<file path="config.mk">
export PLATFORM = sky130hd
export DESIGN_NAME = re_mapper_gen
export DESIGN_NICKNAME = d
export VERILOG_FILES = /design/src/rtl/pusch_pkg.sv /design/src/rtl/re_cfg_check.sv /design/src/rtl/re_mapper_gen.sv
export SDC_FILE = /design/constraint.sdc
export NUM_CORES = 1
export LEC_CHECK = 0
export CAP_MARGIN = 20
export CELL_PAD_IN_SITES_DETAIL_PLACEMENT = 1
export CELL_PAD_IN_SITES_GLOBAL_PLACEMENT = 1
export CORE_AREA = 8 8 140 129
export CTS_BUF_LIST = sky130_fd_sc_hd__clkbuf_8
export DETAILED_ROUTE_END_ITERATION = 7
export DIE_AREA = 0 0 148 137
export GPL_TIMING_DRIVEN = 0
export HOLD_SLACK_MARGIN = 0.08
export PLACE_DENSITY = 0.91
export SYNTH_ARGS = -nofsm -noshare
export SYNTH_HDL_FRONTEND = slang
export SYNTH_HIERARCHICAL = 1
export SYNTH_SLANG_ARGS = --single-unit
</file>
<file path="constraint.sdc">
create_clock -name CLK_RE -period 4.8 [get_ports CLK_RE]
set_input_delay 0.96 -clock CLK_RE [delete_from_list [all_inputs] [get_ports CLK_RE]]
set_output_delay 0.96 -clock CLK_RE [all_outputs]
set_load 0.01 [all_outputs]
</file>
<file path="src/rtl/pusch_pkg.sv">
// Shared constants, FSM encoding and latched-config record for the PUSCH RE mapper.
package pusch_pkg;

   localparam int NUM_SC  = 1200;
   localparam int NUM_SYM = 14;
   localparam int RB_SC   = 12;

   localparam logic [2:0] ST_IDLE      = 3'd0;
   localparam logic [2:0] ST_SYM_SETUP = 3'd1;
   localparam logic [2:0] ST_MAP_DMRS  = 3'd2;
   localparam logic [2:0] ST_MAP_DATA  = 3'd3;
   localparam logic [2:0] ST_DONE      = 3'd4;

   typedef struct packed {
      logic [10:0] sc_start;
      logic [11:0] last;
      logic [3:0]  sym_start;
      logic [3:0]  sym_end;
      logic        comb;
   } cfg_t;

endpackage

</file>
<file path="src/rtl/re_cfg_check.sv">
// Allocation sanity check and last-subcarrier computation for a mapping request.
module re_cfg_check #(
   parameter int NUM_SC  = pusch_pkg::NUM_SC,
   parameter int NUM_SYM = pusch_pkg::NUM_SYM
) (
   input  logic [10:0] cfg_sc_start,
   input  logic [6:0]  cfg_nrb,
   input  logic [3:0]  cfg_sym_start,
   input  logic [3:0]  cfg_sym_end,
   output logic [11:0] last,
   output logic        err
);

   logic [11:0] span;

   // 12 bits covers the worst case 2047 + 127*12 without wrap.
   assign span = 12'(cfg_nrb) * 12'(pusch_pkg::RB_SC);
   assign last = 12'(cfg_sc_start) + span - 12'd1;

   assign err = (cfg_nrb == 7'd0)
             || (int'(last) >= NUM_SC)
             || (cfg_sym_start > cfg_sym_end)
             || (int'(cfg_sym_end) >= NUM_SYM);

endmodule

</file>
<file path="src/rtl/re_mapper_gen.sv">
// Writes DMRS (comb-interleaved with zeros) and data samples onto the slot resource grid.
module re_mapper_gen
   import pusch_pkg::*;
#(
   parameter int IQ_W    = 18,
   parameter int DMRS_W  = 9,
   parameter int NUM_SC  = pusch_pkg::NUM_SC,
   parameter int NUM_SYM = pusch_pkg::NUM_SYM
) (
   input  logic                     CLK_RE,
   input  logic                     RST_RE,
   input  logic                     start,
   input  logic [10:0]              cfg_sc_start,
   input  logic [6:0]               cfg_nrb,
   input  logic [3:0]               cfg_sym_start,
   input  logic [3:0]               cfg_sym_end,
   input  logic [NUM_SYM-1:0]       cfg_dmrs_map,
   input  logic                     cfg_comb,
   input  logic                     dmrs_valid,
   output logic                     dmrs_ready,
   input  logic signed [DMRS_W-1:0] dmrs_i,
   input  logic signed [DMRS_W-1:0] dmrs_q,
   input  logic                     data_valid,
   output logic                     data_ready,
   input  logic signed [IQ_W-1:0]   data_i,
   input  logic signed [IQ_W-1:0]   data_q,
   output logic                     re_wr_en,
   output logic [3:0]               re_sym,
   output logic [10:0]              re_sc,
   output logic signed [IQ_W-1:0]   re_i,
   output logic signed [IQ_W-1:0]   re_q,
   output logic                     busy,
   output logic                     sym_done,
   output logic                     map_done,
   output logic                     cfg_err
);

   logic [2:0]             state_q, state_d;
   cfg_t                   cfg_q, cfg_d;
   logic [NUM_SYM-1:0]     map_q, map_d;
   logic [3:0]             sym_q, sym_d;
   logic [10:0]            sc_q, sc_d;
   logic                   re_wr_en_q, re_wr_en_d;
   logic [3:0]             re_sym_q, re_sym_d;
   logic [10:0]            re_sc_q, re_sc_d;
   logic signed [IQ_W-1:0] re_i_q, re_i_d, re_q_q, re_q_d;
   logic                   sym_done_q, sym_done_d;
   logic                   map_done_q, map_done_d;
   logic                   cfg_err_q, cfg_err_d;

   logic [11:0]            chk_last;
   logic                   chk_err;
   logic                   on_comb, accept;
   logic signed [IQ_W-1:0] dmrs_i_ext, dmrs_q_ext;

   re_cfg_check #(.NUM_SC(NUM_SC), .NUM_SYM(NUM_SYM)) u_cfg_check (
      .cfg_sc_start  (cfg_sc_start),
      .cfg_nrb       (cfg_nrb),
      .cfg_sym_start (cfg_sym_start),
      .cfg_sym_end   (cfg_sym_end),
      .last          (chk_last),
      .err           (chk_err)
   );

   assign dmrs_i_ext = IQ_W'(dmrs_i);
   assign dmrs_q_ext = IQ_W'(dmrs_q);

   // Parity of the offset from the allocation start selects DMRS vs. zero REs.
   assign on_comb    = ((sc_q[0] ^ cfg_q.sc_start[0]) == cfg_q.comb);
   assign dmrs_ready = (state_q == ST_MAP_DMRS) && on_comb;
   assign data_ready = (state_q == ST_MAP_DATA);
   assign accept     = (data_ready && data_valid)
                    || ((state_q == ST_MAP_DMRS) && (!on_comb || dmrs_valid));

   always_comb begin
      state_d    = state_q;
      cfg_d      = cfg_q;
      map_d      = map_q;
      sym_d      = sym_q;
      sc_d       = sc_q;
      re_wr_en_d = 1'b0;
      re_sym_d   = re_sym_q;
      re_sc_d    = re_sc_q;
      re_i_d     = re_i_q;
      re_q_d     = re_q_q;
      sym_done_d = 1'b0;
      map_done_d = 1'b0;
      cfg_err_d  = 1'b0;
      case (state_q)
         ST_IDLE: begin
            if (start) begin
               if (chk_err) begin
                  cfg_err_d = 1'b1;
               end else begin
                  cfg_d.sc_start  = cfg_sc_start;
                  cfg_d.last      = chk_last;
                  cfg_d.sym_start = cfg_sym_start;
                  cfg_d.sym_end   = cfg_sym_end;
                  cfg_d.comb      = cfg_comb;
                  map_d           = cfg_dmrs_map;
                  sym_d           = cfg_sym_start;
                  state_d         = ST_SYM_SETUP;
               end
            end
         end
         ST_SYM_SETUP: begin
            sc_d    = cfg_q.sc_start;
            state_d = map_q[sym_q] ? ST_MAP_DMRS : ST_MAP_DATA;
         end
         ST_MAP_DMRS, ST_MAP_DATA: begin
            if (accept) begin
               re_wr_en_d = 1'b1;
               re_sym_d   = sym_q;
               re_sc_d    = sc_q;
               if (data_ready) begin
                  re_i_d = data_i;
                  re_q_d = data_q;
               end else begin
                  re_i_d = on_comb ? dmrs_i_ext : '0;
                  re_q_d = on_comb ? dmrs_q_ext : '0;
               end
               if ({1'b0, sc_q} == cfg_q.last) begin
                  sym_done_d = 1'b1;
                  if (sym_q == cfg_q.sym_end) begin
                     map_done_d = 1'b1;
                     state_d    = ST_DONE;
                  end else begin
                     sym_d   = sym_q + 4'd1;
                     state_d = ST_SYM_SETUP;
                  end
               end else begin
                  sc_d = sc_q + 11'd1;
               end
            end
         end
         ST_DONE:  state_d = ST_IDLE;
         default:  state_d = ST_IDLE;
      endcase
   end

   always_ff @(posedge CLK_RE or negedge RST_RE) begin
      if (!RST_RE) begin
         state_q    <= ST_IDLE;
         cfg_q      <= '0;
         map_q      <= '0;
         sym_q      <= '0;
         sc_q       <= '0;
         re_wr_en_q <= 1'b0;
         re_sym_q   <= '0;
         re_sc_q    <= '0;
         re_i_q     <= '0;
         re_q_q     <= '0;
         sym_done_q <= 1'b0;
         map_done_q <= 1'b0;
         cfg_err_q  <= 1'b0;
      end else begin
         state_q    <= state_d;
         cfg_q      <= cfg_d;
         map_q      <= map_d;
         sym_q      <= sym_d;
         sc_q       <= sc_d;
         re_wr_en_q <= re_wr_en_d;
         re_sym_q   <= re_sym_d;
         re_sc_q    <= re_sc_d;
         re_i_q     <= re_i_d;
         re_q_q     <= re_q_d;
         sym_done_q <= sym_done_d;
         map_done_q <= map_done_d;
         cfg_err_q  <= cfg_err_d;
      end
   end

   assign busy     = (state_q != ST_IDLE);
   assign re_wr_en = re_wr_en_q;
   assign re_sym   = re_sym_q;
   assign re_sc    = re_sc_q;
   assign re_i     = re_i_q;
   assign re_q     = re_q_q;
   assign sym_done = sym_done_q;
   assign map_done = map_done_q;
   assign cfg_err  = cfg_err_q;

endmodule

</file>
== After elaboration in Yosys (flattened, before gate mapping) ==
Index checks and enable logic that the tools add are counted.

* Logic and storage cells: 93
* Register bits: 115

* Equality and inequality tests: 12
* Bitwise gates (word level): 2
* Multipliers: 1
* Add/sub/neg operators: 4
* Reductions and logical operators: 20
* $lt $le $gt $ge: 4
* Mux-type cells: 34

{| class="wikitable"
|+ Operators with widths
! kind !! count
|-
| 2-to-1 mux 18 bit || 4
|-
| 2-to-1 mux 11 bit || 2
|-
| case mux 11 bit (2 select lines) || 1
|-
| 2-to-1 mux 4 bit || 5
|-
| 2-to-1 mux 3 bit || 5
|-
| 2-to-1 mux 1 bit || 14
|-
| adder 11 x 11 -> 12 bit || 1
|-
| equality test 11 x 12 -> 1 bit || 1
|-
| greater-or-equal comparator 12 x 11 -> 1 bit (second input constant) || 1
|-
| != test 2 bit (second input constant) || 6
|-
| subtractor 12 x 1 -> 12 bit (second input constant) || 1
|-
| adder 11 x 1 -> 11 bit (second input constant) || 1
|-
| multiplier 7 x 2 -> 9 bit (second input constant) || 1
|-
| case mux 3 bit (3 select lines) || 1
|-
| case mux 4 bit (2 select lines) || 1
|-
| zero test 7 bit || 1
|-
| equality test 3 x 2 -> 1 bit (second input constant) || 2
|-
| AND reduction 3 bit || 2
|-
| AND reduction 6 bit || 1
|-
| logical OR 1 bit || 5
|-
| less-than comparator 4 x 5 -> 1 bit (second input constant) || 1
|-
| adder 4 x 1 -> 4 bit (second input constant) || 1
|-
| binary-select mux 1 bit (select 4 bit) || 1
|-
| equality test 4 bit || 1
|-
| other kinds (14) || 17
|}

== Longest topological paths before layout ==
Gate-level depths: netlist (run 1).

* Word-level depth: 10
* Gate-level depth with buffers: 22

== Modules after synthesis ==
The synthesis (run 1) kept the hierarchy.

{| class="wikitable"
|+ Modules (own cells, without submodules)
! module !! cells an instance !! area an instance (sq um) !! times used !! seq. area each (sq um)
|-
| re_mapper_gen || 476 || 5306.3 || 1 || 2877.8
|-
| re_cfg_check || 152 || 1128.6 || 1 || 0.0
|}

== Worst setup path before layout (run 1) ==
OpenSTA, ideal clock, no wires.

* Path kind: input-to-reg
* Start: input port cfg_nrb[0]
* End: register sym_q[1]
* Data required time: 4.675 ns
* Stages on the path: 19
* Path slack: -0.247 ns
* Arrival: 4.922 ns
* Setup time: 0.125 ns
* Cells stage by stage: ha_1 -> fa_1 -> a21o_1 -> a21oi_1 -> xor2_1 -> ha_1 -> inv_1 -> ha_1 -> a211oi_1 -> o2bb2ai_1 -> xnor2_1 -> a211o_1 -> a2111o_1 -> nor3b_1 -> nor2_1 -> or3_1 -> clkbuf_1 -> o21ai_0 -> mux2_2

* Longest elaborated chain between the ends: 9
* Elaborated cells on any way between the ends: 10

{| class="wikitable"
|+ Ends and longest elaborated chain
! item !! RTL line !! source
|-
| start: declaration || re_mapper_gen.sv:14 || <nowiki>input logic [6:0] cfg_nrb,</nowiki>
|-
| multiplier 7 x 2 -> 9 bit || re_cfg_check.sv:17 || <nowiki>assign span = 12'(cfg_nrb) * 12'(pusch_pkg::RB_SC);</nowiki>
|-
| adder 11 x 11 -> 12 bit || re_cfg_check.sv:18 || <nowiki>assign last = 12'(cfg_sc_start) + span - 12'd1;</nowiki>
|-
| subtractor 12 x 1 -> 12 bit || re_cfg_check.sv:18 ||
|-
| named net chk_last[8] || re_mapper_gen.sv:51 || <nowiki>logic [11:0] chk_last;</nowiki>
|-
| greater-or-equal comparator 12 x 11 -> 1 bit || re_cfg_check.sv:21 || <nowiki>|| (int'(last) >= NUM_SC)</nowiki>
|-
| logical OR 1 bit || re_cfg_check.sv:21 ||
|-
| logical OR 1 bit || re_cfg_check.sv:22 || <nowiki>|| (cfg_sym_start > cfg_sym_end)</nowiki>
|-
| logical OR 1 bit || re_cfg_check.sv:23 || <nowiki>|| (int'(cfg_sym_end) >= NUM_SYM);</nowiki>
|-
| named net chk_err || re_mapper_gen.sv:52 || <nowiki>logic chk_err;</nowiki>
|-
| != test 2 bit (no line) || - ||
|-
| AND reduction 6 bit (no line) || - ||
|-
| end signal: assignment || re_mapper_gen.sv:160 || <nowiki>sym_q <= sym_d;</nowiki>
|-
| end: declaration || re_mapper_gen.sv:41 || <nowiki>logic [3:0] sym_q, sym_d;</nowiki>
|}

The timed path passes the listed nets, and every way through them passes these cells.
A chain may end at the register's enable or synchronous reset.

== Worst setup path after layout (run 1) ==
* Start: input port cfg_nrb[1]
* End: register cfg_q[16] (netlist bit)

* Longest elaborated chain between the ends: 9
* Elaborated cells on any way between the ends: 10

{| class="wikitable"
|+ Ends and longest elaborated chain
! item !! RTL line !! source
|-
| multiplier 7 x 2 -> 9 bit || re_cfg_check.sv:17 ||
|-
| adder 11 x 11 -> 12 bit || re_cfg_check.sv:18 ||
|-
| subtractor 12 x 1 -> 12 bit || re_cfg_check.sv:18 ||
|-
| named net chk_last[9] || re_mapper_gen.sv:51 ||
|-
| greater-or-equal comparator 12 x 11 -> 1 bit || re_cfg_check.sv:21 ||
|-
| logical OR 1 bit || re_cfg_check.sv:21 ||
|-
| logical OR 1 bit || re_cfg_check.sv:22 ||
|-
| logical OR 1 bit || re_cfg_check.sv:23 ||
|-
| named net chk_err || re_mapper_gen.sv:52 ||
|-
| NOT 1 bit (no line) || - ||
|-
| AND reduction 3 bit (no line) || - ||
|-
| end signal: assignment || re_mapper_gen.sv:158 || <nowiki>cfg_q <= cfg_d;</nowiki>
|-
| end: declaration || re_mapper_gen.sv:39 || <nowiki>cfg_t cfg_q, cfg_d;</nowiki>
|}

The timed path passes the listed nets, and every way through them passes these cells.

==> results of run 1 <==
## logic make-up after synthesis
kind of cell | count (synthesis) | synth area share
flip-flops | 115 | 0.4472
adder cells (fa/ha/maj) | 39 | 0.07816
buffers and inverters | 90 | 0.06242
AND/OR/NAND/NOR | 152 | 0.1073
multiplexers | 63 | 0.1132
XOR/XNOR | 32 | 0.04589
AO/OA/AOI/OAI | 137 | 0.1458
## layer usage
metal  vias to the layer above  routed length [um]  GRT usage
met4                         0                 680    0.09734
met1                      2927                9389     0.2637
met3                        48                1946    0.07603
met2                       271               11710     0.4075
met5                         -                   0          0
li1                       2584                   -          -
## cell usage after synthesis (3+ instances only)
cell type	instances
o22a_1	7
o21ai_0	31
nor4_1	3
clkbuf_1	8
ha_1	37
a31oi_1	5
xor2_1	17
a221oi_1	16
nand2_1	42
o21bai_1	3
xnor2_1	13
buf_4	5
buf_2	24
mux2_2	58
nand4_1	3
a21oi_1	43
nor3b_1	3
nand2b_1	4
a41oi_1	3
dfrtp_1	115
mux2i_1	3
nand3_1	8
o31ai_1	4
o21ai_1	3
nor3_1	6
or3_1	3
nor2b_1	5
nor2_1	63
inv_1	49
and2_1	4
## repair_timing
item,CTS,global route
setup endpoints to repair,46,46
resized for setup,62,11
cloned,4,0
pin swaps,23,17
hold buffers,0,0
buffers inserted,12,2
## layout by cell type, fill, tap and decap left out, types with 4 or more instances in the layout
cell type	instances
clkbuf_1	7
o31ai_1	4
ha_1	28
a21oi_2	4
xnor2_1	12
nor2_1	61
buf_6	5
buf_4	18
bufinv_16	6
o21ai_1	5
nand3_1	8
xor2_1	17
nand2b_1	4
and2_1	4
inv_1	48
o22a_1	7
clkdlybuf4s50_1	150
o21ai_0	26
clkbuf_8	20
mux2_2	55
buf_2	22
nor2b_1	5
ha_4	8
a31oi_1	5
buf_16	4
buf_12	4
nor3_1	4
a21oi_1	38
inv_2	4
a221oi_1	16
nand2_1	42
dfrtp_1	115
## worst paths after layout
kind | from | to | cells after the start
setup / recovery | cfg_nrb[1] | cfg_q[16] | 23
hold / removal | RST_RE | re_i[12] | 1
setup reg to reg | state_q[1] | re_i[10] | 8
hold reg to reg | re_q[13] | re_q[13] | 2
max in group asynchronous | RST_RE | sc_q[5] | 2
min in group CLK_RE | re_q[13] | re_q[13] | 2
## power breakdown
part | switching (mW) | leakage [nW] | internal [mW]
registers | 0.322 | 1.45 | 1.41
clock network | 0.409 | 0.252 | 0.706
logic | 1.67 | 2.48 | 1.44
## layout make-up
class / instances / area [sq um] / share of cell area
clock inverters: 11 / 206.4 / 0.02225
plain buffers: 40 / 290.3 / 0.03128
repair buffers: 176 / 1815 / 0.1957
clock buffers: 20 / 275.3 / 0.02967
flip-flops and latches: 115 / 2878 / 0.3101
inverters: 50 / 187.7 / 0.02023
multi-input cells: 423 / 3367 / 0.3629
well taps: 207 / 259.0 / 0.02791
## per-stage QoR
stage	worst slack (ps)	hold WS, ps
2_1_floorplan	-23.92	471.0
3_3_place_gp	-1798	461.1
3_5_place_dp	-1161	474.2
4_1_cts	-218.7	400.6
5_1_grt	-280.1	427.4
6_report	-206.5	408.5
## flip-flops by register name, summed over array words and instances (netlist names)
signal and cells:
sym_q 4, map_done 1, cfg_err 1, re_q 18
sc_q 11, sym_done 1, re_i 18, state_q 3
re_wr_en 1, map_q 14, re_sym 4, cfg_q 28
re_sc 11
## critical path: stages
cell and delay (ps):
buf_12 110, ha_4 220, a21o_1 180, a21oi_4 170, nor2b_1 70, o21ai_1 120
nand2b_1 100, xor2_1 160, ha_1 310, inv_2 60, ha_4 250, a21oi_1 200
o21ai_2 110, nor2_2 180, xnor2_2 100, a211o_1 250, a2111o_1 470, nor3b_2 210
nor2_2 70, or3_4 380, clkbuf_16 190, buf_16 140, mux2_4 310
==> results.sh, run 1 <==
export IMPL_status="finished, violations left"
export IMPL_violations="setup timing"
export IMPL_grt_pass1_wl_um=36610
export IMPL_die_x_um=148
export IMPL_coreArea_sq_mm=0.01575
export IMPL_power_mw=5.957
export IMPL_area_growth_syn_to_layout_pct=44.20
export IMPL_cts_tree="done"
export IMPL_start_util=0.4087
export IMPL_drive_gt1_frac=0.2251
export IMPL_synth_top_cell_area_share=0.4472
export IMPL_setup_viol=46
export IMPL_clk_pin_slew_worst_paths_ps=70
export IMPL_max_freq_ghz=0.1997
export IMPL_vias_per_cell=5.595
export IMPL_drt_iter0_drc=299
export IMPL_htree_levels=4
export IMPL_crit_type="input port to flop"
export IMPL_p_leak_nw=4.173
export IMPL_syn_nets=767
export IMPL_slew_violations=0
export IMPL_drt_pre_antenna_iters=5
export IMPL_final_util=0.5893
export IMPL_worst_slack_ps=-206.5
export IMPL_vias=5830
export IMPL_power_density_mw_per_mm2=642.0
export IMPL_antenna_found_initial=0
export IMPL_hold_path_class="input port to asynchronous set/reset pin"
export IMPL_slew_headroom=0.6124
export IMPL_worstPathArrival_ps=5340
export IMPL_numPortBuffers=157
export IMPL_fp_dieH_um=137
export IMPL_netlist_area_sq_mm=0.006435
export IMPL_worstMarginPinSlew_ps=581.4
export IMPL_vdd_ir_drop_max_v=0.0002999
export IMPL_hold_viol=0
export IMPL_maxCapViolCount=0
export IMPL_root_buffer="clkbuf_8"
export IMPL_postRouteWirelength_um=23730
export IMPL_final_cells=1042
export IMPL_synth_cell_types=61
export IMPL_synth_edff_count=0
export IMPL_antennaDiodeCount=0
export IMPL_gp_congestion=0.8035
export IMPL_antenna_left=0
export IMPL_critPathCaptureType="flop"
export IMPL_cp_required_ps=5130
export IMPL_clock_sinks=115
export IMPL_synthTopCellsByArea="dfrtp_1, mux2_2, ha_1, nor2_1, a21oi_1"
export IMPL_synth_main_ff_cell="dfrtp_1"
export IMPL_grt_setup_unrepaired="yes"
export IMPL_die_area_sq_mm=0.02028
export IMPL_cp_max_fo=5
export IMPL_yosysWarnings=6
export IMPL_regToRegSetupSlack_ps=2370
export IMPL_design_area_sq_mm=0.009279
export IMPL_syn_inst=628
export IMPL_synth_seq_area_share=0.4472
export IMPL_period_minus_slack_ps=5006
export IMPL_rows=44
export IMPL_grt_max_degree=77
export IMPL_wire_per_inst_um=22.77
export IMPL_grt_util_all_layers=0.2352
export IMPL_ctsLongestPathBuffers=2
export IMPL_syn_avg_cell_area_sq_um=10.25
export IMPL_drc=0
export IMPL_finClkSkew_ps=8.886
export IMPL_place_area_sq_mm=0.008364
export IMPL_synth_top_area_cell="dfrtp_1"
export IMPL_fin_crit_sh=1.043
export IMPL_nNetsFinal=962
export IMPL_worst_setup_path_start_kind="input port"
export IMPL_synthArstFlopShare=1.000
export IMPL_first_global_vias=6325
export IMPL_place_hpwl_um=15730
export IMPL_timing_setup_tns_ps=-7459
export IMPL_fillers=1698
export IMPL_dp_cells=993
export IMPL_cts_buffers=17
export IMPL_clk_latency_ps=450
export IMPL_ios=158
export IMPL_overflow=0
export IMPL_synth_seq_cells=115
(Power assumes the default switching activity.)
==> run 2, diff against run 1 <==
--- a/config.mk
+++ b/config.mk
@@ -14,6 +14,7 @@
 export DIE_AREA = 0 0 148 137
 export GPL_TIMING_DRIVEN = 0
 export HOLD_SLACK_MARGIN = 0.08
+export MAX_ROUTING_LAYER = met4
 export PLACE_DENSITY = 0.91
 export SYNTH_ARGS = -nofsm -noshare
 export SYNTH_HDL_FRONTEND = slang
==> constraint.sdc (replaced) <==
create_clock -name CLK_RE -period 5.9 [get_ports CLK_RE]
set_input_delay 1.18 -clock CLK_RE [delete_from_list [all_inputs] [get_ports CLK_RE]]
set_output_delay 1.18 -clock CLK_RE [all_outputs]
set_load 0.01 [all_outputs]
==> results.sh, run 2 (synthesis results as in run 1) <==
export IMPL_antenna_left=0
export IMPL_start_util=0.4087
export IMPL_drc=0
export IMPL_status="complete, no violations"
export IMPL_nNetsFinal=944
export IMPL_cts_buffers=17
export IMPL_startpoint="cfg_nrb[1]"
export IMPL_antenna_found_initial=0
export IMPL_postRouteWirelength_um=21580
export IMPL_power_share_combinational=0.529
export IMPL_worstPathArrival_ps=6050
export IMPL_drt_pre_antenna_iters=5
export IMPL_fin_crit_sh=0.9688
export IMPL_mostFrequentLayoutCells="clkdlybuf4s50_1, dfrtp_1, nor2_1, mux2_2, inv_1"
export IMPL_area_growth_syn_to_layout_pct=34.90
export IMPL_ctsLongestPathBuffers=2
export IMPL_setup_viol=0
export IMPL_max_freq_ghz=0.1749
export IMPL_power_frac_seq=0.315
export IMPL_period_minus_slack_ps=5716
export IMPL_slew_headroom=0.5185
export IMPL_cpPeakStageDelay_ps=500
export IMPL_wire_per_inst_um=21.13
export IMPL_drt_iter0_drc=191
export IMPL_htree_levels=4
export IMPL_fillers=1763
export IMPL_cp_required_ps=6240
export IMPL_finClkSkew_ps=10.94
export IMPL_final_cells=1021
export IMPL_drive_gt1_frac=0.1671
export IMPL_clk_latency_ps=460
export IMPL_switching_share=0.4130
export IMPL_clock_sinks=115
export IMPL_final_common_cell="clkdlybuf4s50_1"
export IMPL_hold_viol=0
export IMPL_root_buffer="clkbuf_8"
export IMPL_grt_max_degree=61
export IMPL_coreArea_sq_mm=0.01575
export IMPL_clk_pin_slew_worst_paths_ps=70
export IMPL_first_global_vias=6142
export IMPL_overflow=0
export IMPL_crit_type="input port to flop"
export IMPL_slowest_stage="clkdlybuf4s50_1"
export IMPL_cp_max_fo=10
export IMPL_gp_congestion=0.8284
export IMPL_ios=158
export IMPL_top_register="cfg_q"
export IMPL_critPathCaptureType="flop"
export IMPL_reg2reg_from="sc_q[5]"
export IMPL_vias_per_cell=5.445
export IMPL_p_leak_nw=3.919
export IMPL_grt_pass1_wl_um=33870
export IMPL_worstHoldStart="re_q[16]"
export IMPL_vias=5559
export IMPL_internal_power_mw=2.620
export IMPL_power_density_mw_per_mm2=514.0
export IMPL_rows=44
export IMPL_die_area_sq_mm=0.02028
export IMPL_clockPowerShare=0.156
export IMPL_grt_util_all_layers=0.2229
export IMPL_timing_setup_tns_ps=0
export IMPL_place_hpwl_um=16720
export IMPL_antennaDiodeCount=0
export IMPL_fp_dieH_um=137
export IMPL_die_x_um=148
export IMPL_path_cells="clkdlybuf4s50_1 > ha_1 > fa_1 > a21o_1 > a21oi_1 > xor2_1 > ha_1 > inv_1 > ha_1 > a211oi_1 > o2bb2ai_1 > xnor2_1 > a211o_1 > a2111o_1 > nor3b_1 > nor2_1 > or3_4 > clkbuf_4 > mux2_2"
export IMPL_worstMarginPinSlew_ps=716.7
export IMPL_dp_cells=993
export IMPL_p_sw_mw=1.843
export IMPL_vdd_ir_drop_max_v=0.0002203
export IMPL_largest_register_ffs=28
export IMPL_maxCapViolCount=0
export IMPL_slew_violations=0
export IMPL_worst_setup_path_start_kind="input port"
export IMPL_cpMostUsedCell="ha_1"
export IMPL_hold_path_class="flop to flop"
export IMPL_numPortBuffers=157
export IMPL_cts_tree="done"
[run 2: cell types whose count changed in the layout (fill, tap and decap cells not counted), sizes merged]
| cell | change |
|---|---|
| dlygate4sd2 | -2 |
| clkdlybuf4s50 | +6 |
| clkbuf | -2 |
| bufinv | -4 |
| buf | -21 |
| clkinvlp | +1 |
| clkinv | +1 |
[run 2: stage by stage]
step	util	area (sq um)	power (mW)	worst slack, ps	hold slack (ps)
2_1_floorplan	-	6435	2.762	633.1	471.2
3_3_place_gp	0.5250	8265	3.604	-903.1	461.0
3_5_place_dp	0.5268	8294	3.768	-553.1	474.7
4_1_cts	0.5501	8662	4.487	117.3	489.2
5_1_grt	0.5513	8681	4.752	-17.32	528.5
6_report	0.5513	8681	4.462	183.9	491.5
[run 2: layer usage]
layer | global-route usage | vias up | part of all wire | routed length, um
met5 | - | - | 0 | 0
met4 | 0.07187 | 0 | 0.016 | 354
met3 | 0.05355 | 34 | 0.061 | 1307
met2 | 0.3784 | 228 | 0.50 | 10750
met1 | 0.2567 | 2762 | 0.42 | 9161
li1 | - | 2535 | - | -
[run 2: power groups by stage]
stage          registers (mW)  clock network [mW]  logic, mW
3_3_place_gp             1.38                   0       2.22
5_1_grt                  1.45               0.737       2.57
2_1_floorplan            1.40                   0       1.36
3_5_place_dp             1.42                   0       2.35
6_report                 1.41               0.694       2.36
4_1_cts                  1.41               0.705       2.38
[run 2: layout make-up]
cell class	count	area (sq um)	area share
clock inverters	9	93.84	0.01081
flip-flops and latches	115	2878	0.3315
multi-input cells	423	3173	0.3655
well taps	207	259.0	0.02984
clock buffers	19	261.5	0.03012
plain buffers	39	220.2	0.02537
inverters	50	187.7	0.02162
repair buffers	159	1608	0.1852
[run 2: worst paths after layout]
path / endpoint / slack, ps / depth (start not counted)
max reg2reg: sym_q[3] / 3610 / 7
min reg2reg: re_q[16] / 490 / 2
max in group asynchronous: cfg_q[15] / 4510 / 2
min in group asynchronous: re_i[1] / 680 / 1
max: map_q[9] / 180 / 19
min: re_q[16] / 490 / 2
[run 2: critical path: cells and delay by family]
kind	cells	cell delay, ps
XOR/XNOR	2	230
multiplexers	1	290
AO/OA/AOI/OAI	6	1550
adder cells (fa/ha/maj)	4	1300
buffers and inverters	3	780
AND/OR/NAND/NOR	3	740
[run 2: what timing repair did]
item | CTS | global route
pin swaps | 0 | 2
setup buffers | 0 | 1
hold buffers | 0 | 0
setup endpoints to repair | 41 | 44
gates resized for setup | 6 | 4
==> run 3, diff against run 2 <==
--- a/config.mk
+++ b/config.mk
@@ -12,10 +12,10 @@
 export CTS_BUF_LIST = sky130_fd_sc_hd__clkbuf_8
 export DETAILED_ROUTE_END_ITERATION = 7
 export DIE_AREA = 0 0 148 137
-export GPL_TIMING_DRIVEN = 0
 export HOLD_SLACK_MARGIN = 0.08
 export MAX_ROUTING_LAYER = met4
 export PLACE_DENSITY = 0.91
+export SLEW_MARGIN = 20
 export SYNTH_ARGS = -nofsm -noshare
 export SYNTH_HDL_FRONTEND = slang
 export SYNTH_HIERARCHICAL = 1
==> results.sh, run 3 (synthesis results as in run 1) <==
export IMPL_clk_pin_slew_worst_paths_ps=70
export IMPL_antenna_found_initial=0
export IMPL_gp_congestion=0.8249
export IMPL_worst_slack_ps=199.4
export IMPL_antennaDiodeCount=0
export IMPL_drt_pre_antenna_iters=8
export IMPL_vdd_ir_drop_max_v=0.0003000
export IMPL_slew_violations=0
export IMPL_hold_viol=0
export IMPL_maxCapViolCount=0
export IMPL_power_density_mw_per_mm2=514.1
export IMPL_ios=158
export IMPL_cts_tree="done"
export IMPL_cts_setup_buffers=0
export IMPL_finClkSkew_ps=20.59
export IMPL_top_register="cfg_q"
export IMPL_critPathCaptureType="flop"
export IMPL_grt_max_degree=76
export IMPL_largest_register_ffs=28
export IMPL_final_seq_area_sq_mm=0.002878
export IMPL_postRouteWirelength_um=21460
export IMPL_status="finished, violations left"
export IMPL_cts_buffers=17
export IMPL_crit_type="input port to flop"
export IMPL_final_util=0.5445
export IMPL_grt_util_all_layers=0.2217
export IMPL_setup_viol=0
export IMPL_drc=4
export IMPL_worst_setup_path_start_kind="input port"
export IMPL_ctsLongestPathBuffers=2
export IMPL_max_freq_ghz=0.1754
export IMPL_coreArea_sq_mm=0.01575
export IMPL_mostFrequentLayoutCells="clkdlybuf4s50_1, dfrtp_1, nor2_1, mux2_2, inv_1"
export IMPL_place_hpwl_um=15550
export IMPL_wire_per_inst_um=21.50
export IMPL_overflow=0
export IMPL_worstPathArrival_ps=6040
export IMPL_clk_latency_ps=470
export IMPL_die_area_sq_mm=0.02028
export IMPL_slew_headroom=0.3934
export IMPL_vias=5554
export IMPL_cp_max_fo=42
export IMPL_grt_setup_unrepaired="no"
export IMPL_rows=44
export IMPL_antenna_left=0
export IMPL_ctsHoldBuffers=0
export IMPL_cts_repair_resized=0
export IMPL_hold_path_class="flop to flop"
export IMPL_area_growth_syn_to_layout_pct=33.23
export IMPL_start_util=0.4087
export IMPL_drive_gt1_frac=0.1568
export IMPL_vias_per_cell=5.565
export IMPL_cp_required_ps=6240
export IMPL_nNetsFinal=917
export IMPL_root_buffer="clkbuf_8"
export IMPL_fillers=1711
export IMPL_period_minus_slack_ps=5701
export IMPL_fin_crit_sh=0.9662
export IMPL_clock_sinks=115
export IMPL_grt_pass1_wl_um=33950
export IMPL_drt_iter0_drc=233
export IMPL_worstMarginPinSlew_ps=909.9
export IMPL_numPortBuffers=157
export IMPL_p_leak_nw=3.812
export IMPL_fp_dieH_um=137
export IMPL_pre_cts_ws_ps=-264.3
export IMPL_final_common_cell="clkdlybuf4s50_1"
export IMPL_multiInputGateArea_sq_mm=0.003169
export IMPL_htree_levels=4
export IMPL_violations="DRC"
export IMPL_first_global_vias=6059
export IMPL_die_x_um=148
[run 3: cell count changes in the layout (fill, tap and decap cells not counted), moves of 2 or more]
cell / previous run / this run
clkinvlp_4: 1 / 5
inv_1: 52 / 49
buf_4: 9 / 14
buf_6: 3 / 0
inv_6: 0 / 2
buf_2: 20 / 0
clkbuf_8: 19 / 17
clkinv_4: 0 / 2
clkbuf_1: 7 / 0
[run 3: per-stage QoR]
step / total power [mW] / cells / setup TNS (ps) / hold slack, ps / instance area, sq um
4_1_cts: 4.439 / 998 / 0 / 491.9 / 8562
3_5_place_dp: 3.637 / 966 / -10980 / 481.4 / 8169
5_1_grt: 4.703 / 998 / 0 / 517.7 / 8573
6_report: 4.408 / 998 / 0 / 485.5 / 8573
3_3_place_gp: 3.454 / 966 / 0 / 461.1 / 8169
2_1_floorplan: 2.762 / 628 / 0 / 471.2 / 6435
[run 3: critical path, cell delays in order]
cell and delay (ps):
clkdlybuf4s50_1 450, ha_1 230, fa_1 390, a21o_1 190, a21oi_1 210, xor2_1 100, ha_1 310, inv_1 60
ha_1 380, a211oi_1 300, o2bb2ai_1 170, xnor2_1 110, a211o_1 290, a2111o_1 450, nor3b_1 200, nor2_1 80
or3_1 380, buf_12 220, mux2_2 310
[run 3: path summary, 6_finish.rpt]
check | start | cells past startpoint | end | slack [ps]
setup / recovery | cfg_nrb[1] | 19 | cfg_q[14] | 200
hold / removal | re_sc[4] | 2 | re_sc[4] | 490
setup reg to reg | state_q[1] | 7 | sym_q[3] | 3200
hold reg to reg | re_sc[4] | 2 | re_sc[4] | 490
max in group asynchronous | RST_RE | 2 | re_sc[0] | 3890
min in group asynchronous | RST_RE | 1 | map_q[2] | 840
[run 3: routing by layer]
layer / vias to the layer above / track usage / routed length [um]
li1: 2480 / - / -
met1: 2776 / 0.2594 / 9139
met2: 227 / 0.3647 / 10510
met3: 71 / 0.04860 / 1195
met4: 0 / 0.09394 / 612
met5: - / - / 0
[run 3: final cells by class]
type / count / share of cell area
Sequential cell: 115 / 0.3357
Tap cell: 207 / 0.03021
Timing Repair Buffer: 171 / 0.1967
Inverter: 50 / 0.02189
Clock inverter: 15 / 0.01853
Clock buffer: 17 / 0.02729
Multi-Input combinational cell: 423 / 0.3697
[run 3: power by group]
part | internal (mW) | switching (mW) | total [mW]
Clock | 0.378 | 0.376 | 0.754
Combinational | 1.03 | 1.16 | 2.19
Sequential | 1.15 | 0.315 | 1.46
